--- src/rtl/ex_div_pkg.sv ---
// ex_div_pkg: shared widths, divider FSM encodings, handshake levels and ALU op codes
package ex_div_pkg;

    localparam int REG_BUS        = 32;
    localparam int DOUBLE_REG_BUS = 64;

    typedef enum logic [1:0] {
        DIV_FREE     = 2'b00,
        DIV_BY_ZERO  = 2'b01,
        DIV_ON       = 2'b10,
        DIV_END      = 2'b11
    } div_state_e;

    localparam logic DIV_RESULT_READY     = 1'b1;
    localparam logic DIV_RESULT_NOT_READY = 1'b0;
    localparam logic DIV_START            = 1'b1;
    localparam logic DIV_STOP             = 1'b0;

    localparam logic [7:0] AND_OP  = 8'b0010_0100;
    localparam logic [7:0] OR_OP   = 8'b0010_0101;
    localparam logic [7:0] XOR_OP  = 8'b0010_0110;
    localparam logic [7:0] NOR_OP  = 8'b0010_0111;
    localparam logic [7:0] SLL_OP  = 8'b0111_1100;
    localparam logic [7:0] SRL_OP  = 8'b0000_0010;
    localparam logic [7:0] SRA_OP  = 8'b0000_0011;
    localparam logic [7:0] DIV_OP  = 8'b0001_1010;
    localparam logic [7:0] DIVU_OP = 8'b0001_1011;

    localparam logic [2:0] RES_NOP   = 3'b000;
    localparam logic [2:0] RES_LOGIC = 3'b001;
    localparam logic [2:0] RES_SHIFT = 3'b010;
    localparam logic [2:0] RES_DIV   = 3'b110;

    function automatic logic [REG_BUS-1:0] neg32(input logic [REG_BUS-1:0] v);
        return ~v + 32'd1;
    endfunction

endpackage

--- src/rtl/ex_div_step.sv ---
// ex_div_step: one restoring shift-subtract iteration on the 65-bit working register
module ex_div_step
    import ex_div_pkg::*;
(
    input  logic [64:0] w_i,
    input  logic [31:0] divisor_i,
    output logic [64:0] w_o
);

    logic [32:0] diff;

    // A borrow means the divisor did not fit: shift in a 0 quotient bit, else keep the difference and shift in a 1
    always_comb begin
        diff = {1'b0, w_i[63:32]} - {1'b0, divisor_i};
        w_o  = diff[32] ? {w_i[63:0], 1'b0} : {diff[31:0], w_i[31:0], 1'b1};
    end

endmodule

--- src/rtl/ex_div_seq.sv ---
// ex_div_seq: multi-cycle DIV/DIVU sequencer returning {remainder, quotient} via start/ready handshake
module ex_div_seq
    import ex_div_pkg::*;
(
    input  logic        clk,
    input  logic        rst,
    input  logic        signed_div_i,
    input  logic [31:0] opdata1_i,
    input  logic [31:0] opdata2_i,
    input  logic        start_i,
    input  logic        annul_i,
    output logic [63:0] result_o,
    output logic        ready_o,
    output logic        busy_o
);

    div_state_e  state_q, state_d;
    logic [4:0]  cnt_q, cnt_d;
    logic [64:0] w_q, w_d, w_step;
    logic [31:0] dvsr_q, dvsr_d;
    logic        qneg_q, qneg_d, rneg_q, rneg_d;
    logic [63:0] result_q, result_d;
    logic [31:0] dvd_abs, dvs_abs, quo, rem;

    ex_div_step u_step (
        .w_i       (w_q),
        .divisor_i (dvsr_q),
        .w_o       (w_step)
    );

    // Operand magnitudes at start, and sign-corrected results from the final iteration
    always_comb begin
        dvd_abs = (signed_div_i && opdata1_i[31]) ? neg32(opdata1_i) : opdata1_i;
        dvs_abs = (signed_div_i && opdata2_i[31]) ? neg32(opdata2_i) : opdata2_i;
        quo     = qneg_q ? neg32(w_step[31:0]) : w_step[31:0];
        rem     = rneg_q ? neg32(w_step[64:33]) : w_step[64:33];
    end

    // Next-state and datapath updates for the divide handshake
    always_comb begin
        state_d  = state_q;
        cnt_d    = cnt_q;
        w_d      = w_q;
        dvsr_d   = dvsr_q;
        qneg_d   = qneg_q;
        rneg_d   = rneg_q;
        result_d = result_q;
        case (state_q)
            DIV_FREE: begin
                if (start_i == DIV_START && !annul_i) begin
                    if (opdata2_i == 32'd0) begin
                        state_d = DIV_BY_ZERO;
                    end else begin
                        state_d = DIV_ON;
                        cnt_d   = 5'd0;
                        w_d     = {32'd0, dvd_abs, 1'b0};
                        dvsr_d  = dvs_abs;
                        qneg_d  = signed_div_i && (opdata1_i[31] ^ opdata2_i[31]);
                        rneg_d  = signed_div_i && opdata1_i[31];
                    end
                end
            end
            DIV_BY_ZERO: begin
                state_d  = DIV_END;
                result_d = 64'd0;
            end
            DIV_ON: begin
                if (annul_i) begin
                    state_d = DIV_FREE;
                end else begin
                    w_d   = w_step;
                    cnt_d = cnt_q + 5'd1;
                    if (cnt_q == 5'd31) begin
                        state_d  = DIV_END;
                        result_d = {rem, quo};
                    end
                end
            end
            DIV_END: state_d = (start_i == DIV_STOP) ? DIV_FREE : DIV_END;
            default: state_d = DIV_FREE;
        endcase
    end

    // State and datapath registers, synchronously cleared
    always_ff @(posedge clk) begin
        if (rst) begin
            state_q  <= DIV_FREE;
            cnt_q    <= 5'd0;
            w_q      <= 65'd0;
            dvsr_q   <= 32'd0;
            qneg_q   <= 1'b0;
            rneg_q   <= 1'b0;
            result_q <= 64'd0;
        end else begin
            state_q  <= state_d;
            cnt_q    <= cnt_d;
            w_q      <= w_d;
            dvsr_q   <= dvsr_d;
            qneg_q   <= qneg_d;
            rneg_q   <= rneg_d;
            result_q <= result_d;
        end
    end

    assign result_o = result_q;
    assign ready_o  = (state_q == DIV_END) ? DIV_RESULT_READY : DIV_RESULT_NOT_READY;
    assign busy_o   = (state_q != DIV_FREE);

endmodule

--- config.mk ---
export PLATFORM = sky130hd
export DESIGN_NAME = ex_div_seq
export DESIGN_NICKNAME = d
export VERILOG_FILES = /design/src/rtl/ex_div_pkg.sv /design/src/rtl/ex_div_step.sv /design/src/rtl/ex_div_seq.sv
export SDC_FILE = /design/constraint.sdc
export NUM_CORES = 1
export LEC_CHECK = 0
export ABC_AREA = 0
export CAP_MARGIN = 20
export CORE_ASPECT_RATIO = 1.75
export CORE_MARGIN = 2
export CORE_UTILIZATION = 57
export CTS_CLUSTER_SIZE = 16
export DETAILED_ROUTE_END_ITERATION = 12
export GPL_ROUTABILITY_DRIVEN = 0
export PLACE_DENSITY = 0.78
export SETUP_SLACK_MARGIN = 0.3
export SYNTH_ARGS = -nofsm -noshare
export SYNTH_HDL_FRONTEND = slang
export SYNTH_SLANG_ARGS = --single-unit
--- constraint.sdc ---
create_clock -name clk -period 5.91 [get_ports clk]
set_input_delay 1.182 -clock clk [delete_from_list [all_inputs] [get_ports clk]]
set_output_delay 1.182 -clock clk [all_outputs]
set_load 0.02 [all_outputs]
Yosys cells after proc, flatten, opt, wreduce, memory -nomap -nowiden
Cells that the tools add are included.
{ "classes": {"n_eq_ne": 9, "n_mux": 23, "n_bitwise": 6, "reduce_logical": 14, "addsub": 6} }
{ "ops": {"columns": ["op", "n"], "rows": [
  ["$mux W64", 5],
  ["$pmux W64 S2", 2],
  ["$add A32 B1 Y32 const B", 4],
  ["$mux W32", 4],
  ["$not A32 Y32", 4],
  ["$mux W65", 1],
  ["$sub A32 B32 Y33", 1],
  ["$logic_not A32 Y1", 1],
  ["$mux W5", 3],
  ["$mux W2", 5],
  ["$pmux W5 S2", 1],
  ["$ne A2 B2 Y1 const B", 4],
  ["$pmux W2 S4", 1],
  ["$reduce_and A3 Y1", 2],
  ["$reduce_bool A2 Y1", 3],
  ["$add A5 B1 Y5 const B", 1],
  ["$eq A5 B5 Y1 const B", 1],
  ["$eq A2 B2 Y1 const B", 2],
  ["$logic_and A1 B1 Y1", 4],
  ["$reduce_and A4 Y1", 1],
  ["$ne A3 B3 Y1 const B", 1],
  ["$eq A2 B1 Y1 const B", 1],
  ["$logic_not A2 Y1", 1],
  ["$reduce_and A2 Y1", 1],
  ["other kinds (4)", 4]
]} }
{ "totals": {"in_bits": 69, "output_inout_bits": 66, "wordCells": 65, "register_bits": 169} }

Logic depth before layout (Yosys ltp)
{ "logic_depth": {"word_depth": 8, "depth_mapped": 22, "mapped_depth_nobuf": 19} }

Modules after synthesis
A second synthesis with hierarchy kept.
{ "unflattened": {"cells_unflattened": 1497, "hier_area_um2": 11282.1} }
{ "modules_own_cells": {"columns": ["mod", "seq_area_each_um2", "area_each_um2", "cells_per_inst", "n_inst"], "rows": [
  ["ex_div_seq", 3403.3, 8819.7, 1109, 1],
  ["ex_div_step", 0.0, 2462.4, 388, 1]
]} }

Worst setup path after synthesis
No wires, ideal clock.
{ "synth_path": {"path_type": "register to register", "from": "reg dvsr_q[15]", "to": "reg result_q[30] (netlist: result_o[30])", "path_slack_ns": 1.251, "stages_incl_launch_ff": 22, "synth_period_minus_slack_ns": 4.659, "t_arrival_ns": 4.531, "setup_time_ns": 0.128, "cell_sequence": "dfxtp_1 > inv_1 > ha_1 > a21oi_2 > o21bai_2 > a211o_1 > a211o_1 > or2_1 > buf_4 > inv_2 > buf_2 > buf_1 > buf_1 > ha_1 > or3b_2 > clkbuf_1 > o21a_1 > a21oi_1 > nand2_1 > xor2_1 > a22oi_1 > nor2_1"} }
{ "synth_via": {"elab_chain_cells": 8} }
{ "synth_lines": {"columns": ["element", "line", "text"], "rows": [
  ["start, declared", "ex_div_seq.sv:20", "logic [31:0] dvsr_q, dvsr_d;"],
  ["start signal, assigned", "ex_div_seq.sv:98", "dvsr_q <= dvsr_d;"],
  ["$sub A32 B32 Y33", "ex_div_step.sv:14", "diff = {1'b0, w_i[63:32]} - {1'b0, divisor_i};"],
  ["$mux W65", "ex_div_step.sv:15", "w_o = diff[32] ? {w_i[63:0], 1'b0} : {diff[31:0], w_i[31:0], 1'b1};"],
  ["$not A32 Y32", "ex_div_pkg.sv:35", "return ~v + 32'd1;"],
  ["$add A32 B1 Y32", "ex_div_pkg.sv:35", null],
  ["$mux W32", "ex_div_seq.sv:35", "quo = qneg_q ? neg32(w_step[31:0]) : w_step[31:0];"],
  ["$mux W64", "ex_div_seq.sv:73", "if (cnt_q == 5'd31) begin"],
  ["$mux W64", "ex_div_seq.sv:68", "if (annul_i) begin"],
  ["$pmux W64 S2", "ex_div_seq.sv:48", "case (state_q)"],
  ["end signal, assigned", "ex_div_seq.sv:101", "result_q <= result_d;"],
  ["end, declared", "ex_div_seq.sv:22", "logic [63:0] result_q, result_d;"]
]} }
Every way passes these cells. The select of a mux whose other input is x is not followed.
A chain may end at the register's enable or synchronous reset.

Final worst setup path
{ "layout_path": {"from": "reg w_q[32]", "to": "reg result_q[62] (netlist: result_o[62])"} }
{ "layout_via": {"elab_chain_cells": 8} }
{ "layout_lines": {"columns": ["element", "line", "text"], "rows": [
  ["start, declared", "ex_div_seq.sv:19", "logic [64:0] w_q, w_d, w_step;"],
  ["start signal, assigned", "ex_div_seq.sv:97", "w_q <= w_d;"],
  ["$sub A32 B32 Y33", "ex_div_step.sv:14", null],
  ["$mux W65 (*)", "ex_div_step.sv:15", null],
  ["$not A32 Y32", "ex_div_pkg.sv:35", null],
  ["$add A32 B1 Y32", "ex_div_pkg.sv:35", null],
  ["$mux W32 (*)", "ex_div_seq.sv:36", "rem = rneg_q ? neg32(w_step[64:33]) : w_step[64:33];"],
  ["$mux W64 (*)", "ex_div_seq.sv:73", null],
  ["$mux W64 (*)", "ex_div_seq.sv:68", null],
  ["$pmux W64 S2 (*)", "ex_div_seq.sv:48", null]
]} }
Every way passes the cells marked *; elsewhere a longest branch is shown, timed or not. The select of a mux whose other input is x is not followed.

==> flow_results.xml <==
<?xml version="1.0" encoding="UTF-8"?>
<metrics>
  <group name="synth">
    <metric name="synth-seq-cells" unit="">169</metric>
    <metric name="yosys_warnings" unit="">0</metric>
    <metric name="synthesis.nets" unit="">1577</metric>
    <metric name="yosysTopAreaCell" unit="">sky130_fd_sc_hd__dfxtp_1</metric>
    <metric name="syn_inst" unit="">1469</metric>
    <metric name="synth.yosys.seq_area_share" unit="%">30.26</metric>
    <metric name="postSynth.topFlopCell" unit="">sky130_fd_sc_hd__dfxtp_1</metric>
    <metric name="netlist_area" unit="µm²">11180</metric>
    <metric name="share_of_yosys_cell_area_claimed_by_the_top_area_cell_type" unit="%">30.26</metric>
    <metric name="synthTopCellsByArea" unit="">sky130_fd_sc_hd__dfxtp_1 30%, sky130_fd_sc_hd__nor2_1 6.9%, sky130_fd_sc_hd__xnor2_1 5.8%</metric>
    <metric name="netlist-cell-type-count" unit="">80</metric>
    <metric name="synth_enable_flop_cells" unit="">0</metric>
    <metric name="avgSynthCellArea" unit="µm²">7.612</metric>
    <metric name="synth.most_common_cell" unit="">sky130_fd_sc_hd__nor2_1</metric>
    <metric name="ys_top_cells_by_count" unit="">207 x sky130_fd_sc_hd__nor2_1, 169 x sky130_fd_sc_hd__dfxtp_1, 145 x sky130_fd_sc_hd__nand2_1</metric>
    <metric name="asyncSetResetFlopFracSynth" unit="%">0</metric>
  </group>
  <group name="critical_path">
    <metric name="critPathMaxFanout" unit="">14</metric>
    <metric name="cp-start-kind" unit="">flip-flop</metric>
    <metric name="critical_path_buf_inv_count" unit="">2</metric>
    <metric name="cpPeakStageDelay" unit="ps">430</metric>
    <metric name="timing.critical_path.cells" unit="">inv_1, ha_1, fa_1, nand2b_1, a211oi_2, o21a_1, o211a_1, or2_1, a21oi_1, inv_1, ha_1, nand4b_1, mux2_2, a2111oi_2, nand4_1, o31ai_1, xnor2_1, a22o_1</metric>
    <metric name="crit_family" unit="">compound AO/OA/AOI/OAI gates</metric>
    <metric name="slowest_stage" unit="">sky130_fd_sc_hd__fa_1</metric>
    <metric name="worstPathRequired" unit="ps">6250</metric>
    <metric name="arrival" unit="ps">5140</metric>
    <metric name="timing.critical_path.to_type" unit="">flip-flop</metric>
    <metric name="critical_path_class" unit="">reg2reg</metric>
  </group>
  <group name="place">
    <metric name="post-dp-hpwl" unit="µm">27030</metric>
    <metric name="placed_area" unit="µm²">12650</metric>
    <metric name="count_of_buffers_inserted_at_the_top_level_ports" unit="">134</metric>
    <metric name="dpl_worst_slack" unit="ps">932.5</metric>
  </group>
  <group name="cts">
    <metric name="cts-buffers-inserted" unit="">17</metric>
    <metric name="max-clock-path-buffers" unit="">2</metric>
    <metric name="cts_setup_buffers" unit="">0</metric>
    <metric name="post_cts.resized_instances" unit="">0</metric>
    <metric name="cts-root-buf" unit="">sky130_fd_sc_hd__clkbuf_16</metric>
    <metric name="number_of_buffers_added_to_fix_hold_violations_after_cts" unit="">0</metric>
    <metric name="clkSlewWorstSetupHoldPaths" unit="ps">70</metric>
    <metric name="htree_num_levels" unit="">4</metric>
    <metric name="tritoncts_num_sinks" unit="">169</metric>
    <metric name="worst_skew_pair.late_latency" unit="ps">440</metric>
    <metric name="clock_tree_from_tritoncts" unit="">yes</metric>
  </group>
  <group name="timing">
    <metric name="min_cycle_time_layout" unit="ps">4803</metric>
    <metric name="holdWs" unit="ps">465.3</metric>
    <metric name="fmaxAchievable" unit="MHz">208.2</metric>
    <metric name="rsz0062_at_grt" unit="">no</metric>
    <metric name="timing.final.ws_setup" unit="ps">1107</metric>
    <metric name="final.setup.tns" unit="ps">0</metric>
    <metric name="report.final.hold_viol_count" unit="">0</metric>
    <metric name="setup_viol_count_final" unit="">0</metric>
    <metric name="timing.final.max_slew_violations" unit="">0</metric>
    <metric name="setup_skew_after_layout" unit="ps">9.293</metric>
    <metric name="timing.max_slew.rel_slack" unit="%">28.57</metric>
    <metric name="worst_slew_pin_slew" unit="ps">1070</metric>
    <metric name="timing.final.crit_share" unit="%">81.27</metric>
  </group>
  <group name="global_route">
    <metric name="grt_start_max_net_pins" unit="">75</metric>
    <metric name="antenna_found_initial" unit="">0</metric>
    <metric name="grt_pass1_vias" unit="">11307</metric>
    <metric name="globalRouteTotalUtil" unit="%">35.58</metric>
    <metric name="grt.overflow.total" unit="">0</metric>
    <metric name="grt_first_pass_wirelength" unit="µm">56750</metric>
  </group>
  <group name="floorplan">
    <metric name="die-height" unit="µm">189.3</metric>
    <metric name="core_area" unit="µm²">19200</metric>
    <metric name="boundaryPins" unit="">135</metric>
    <metric name="dieWidth" unit="µm">109.9</metric>
    <metric name="area_enclosed_by_the_die_boundary" unit="µm²">20800</metric>
    <metric name="initial_utilization" unit="%">58.25</metric>
    <metric name="placementRows" unit="">67</metric>
  </group>
  <group name="power_and_ir_drop">
    <metric name="p_leak" unit="nW">5.058</metric>
    <metric name="irDropWorstVdd" unit="µV">205.0</metric>
    <metric name="power.density" unit="nW/µm²">243.4</metric>
  </group>
  <group name="final_layout">
    <metric name="layout-area-overhead-vs-synth" unit="%">18.49</metric>
    <metric name="total_inserted_antenna_cells" unit="">0</metric>
    <metric name="layout.nets" unit="">1659</metric>
    <metric name="final_layout_size_suffix_gt1_share" unit="%">4.987</metric>
    <metric name="design_area" unit="µm²">13250</metric>
    <metric name="final_core_util" unit="%">69.02</metric>
  </group>
  <group name="detailed_routing">
    <metric name="first_pass_iters" unit="">7</metric>
    <metric name="ant_nets" unit="">0</metric>
    <metric name="maxUsedRoutingLayer" unit="">met4</metric>
    <metric name="met1_length" unit="µm">11350</metric>
    <metric name="number_of_drc_markers_in_iteration_0" unit="">805</metric>
    <metric name="total_length_of_routed_met2_wires" unit="µm">19420</metric>
    <metric name="met3_length" unit="µm">1661</metric>
    <metric name="routed_vias" unit="">11383</metric>
    <metric name="wl" unit="µm">36010</metric>
    <metric name="drc" unit="">0</metric>
    <metric name="drt_via_density" unit="">6.306</metric>
    <metric name="post_drt_wl_per_cell" unit="µm">19.95</metric>
  </group>
  <group name="run">
    <metric name="maxcap_viol_count" unit="">0</metric>
  </group>
  <group name="run_status">
    <metric name="run_status" unit="">completed</metric>
  </group>
  <group name="hold_path">
    <metric name="min-delay-path-class" unit="">reg2reg</metric>
  </group>
</metrics>
## where the power goes
part,total (mW),switching [mW],internal (mW)
registers,1.23,0.0563,1.18
logic,0.855,0.537,0.318
clock network,1.14,0.526,0.611
## logic make-up (layout without fill, tap and decap cells)
logic type,Yosys count,after routing,share of synthesized area (%)
buf+inv,145,240,5.046
compound gates,467,467,28.13
flops,169,169,30.26
fa+ha+maj,39,39,4.431
xor+xnor,138,138,10.81
simple gates,498,498,20.15
mux,13,13,1.175
## cell usage in the layout, fill, tap and decap left out, types with 8 or more instances in the layout
master	Yosys	layout
sky130_fd_sc_hd__nor2_1	207	206
sky130_fd_sc_hd__dfxtp_1	169	169
sky130_fd_sc_hd__nand2_1	145	145
sky130_fd_sc_hd__clkdlybuf4s50_1	0	133
sky130_fd_sc_hd__a21oi_1	129	128
sky130_fd_sc_hd__xnor2_1	74	74
sky130_fd_sc_hd__xor2_1	64	64
sky130_fd_sc_hd__o21ai_0	61	61
sky130_fd_sc_hd__inv_1	58	58
sky130_fd_sc_hd__a22oi_1	52	52
sky130_fd_sc_hd__a211oi_1	45	45
sky130_fd_sc_hd__ha_1	38	38
sky130_fd_sc_hd__o31ai_1	32	32
sky130_fd_sc_hd__nor3_1	30	30
sky130_fd_sc_hd__o211ai_1	27	27
sky130_fd_sc_hd__or3_1	24	24
sky130_fd_sc_hd__a22o_1	24	24
sky130_fd_sc_hd__clkbuf_16	0	17
sky130_fd_sc_hd__o21a_1	15	15
sky130_fd_sc_hd__or4_1	15	15
sky130_fd_sc_hd__o41ai_1	14	14
sky130_fd_sc_hd__buf_4	1	14
sky130_fd_sc_hd__nand3_1	13	13
sky130_fd_sc_hd__a21o_1	12	12
sky130_fd_sc_hd__mux2i_1	12	12
sky130_fd_sc_hd__a31oi_1	10	10
sky130_fd_sc_hd__nand4_1	9	9
sky130_fd_sc_hd__nor4_1	9	8
## registers in the layout, summed over array words and instances, names as in the netlist
name,cells
result_o,64
w_q,64
dvsr_q,32
cnt_q,5
state_q,2
qneg_q,1
rneg_q,1
## final cells by class
class / count / area (µm²)
Multi-Input combinational cell: 1155 / 7274
Fill cell: 1664 / 5948
Sequential cell: 169 / 3383
Timing Repair Buffer: 149 / 1471
Clock buffer: 18 / 439.2
Tap cell: 241 / 301.5
Inverter: 59 / 221.5
Clock inverter: 14 / 157.7
## routing by layer
layer / up-vias / track usage (%)
met1: 5299 / 31.45
met4: 0 / 30.67
met5: - / 0
met2: 432 / 65.36
li1: 5452 / -
met3: 200 / 7.057
## stage by stage
step	total power [mW]	instances
after floorplan	1.826	1469
after global placement	2.072	1772
after detailed placement	2.086	1773
after CTS	3.212	1805
after global routing	3.362	1805
final	3.225	1805
## worst paths after layout
check	startpoint	end	slack, ps	depth (start not counted)
min	dvsr_q[31]	dvsr_q[31]	470	2
max reg2reg	w_q[32]	result_o[62]	1110	18
min reg2reg	dvsr_q[31]	dvsr_q[31]	470	2
max	w_q[32]	result_o[62]	1110	18
## worst min-delay path, stage by stage (launching register included)
cell and delay (ps):
sky130_fd_sc_hd__dfxtp_1 310, sky130_fd_sc_hd__nand2_1 60, sky130_fd_sc_hd__a21oi_1 50
Note: power is estimated with default switching activity, not from simulation.
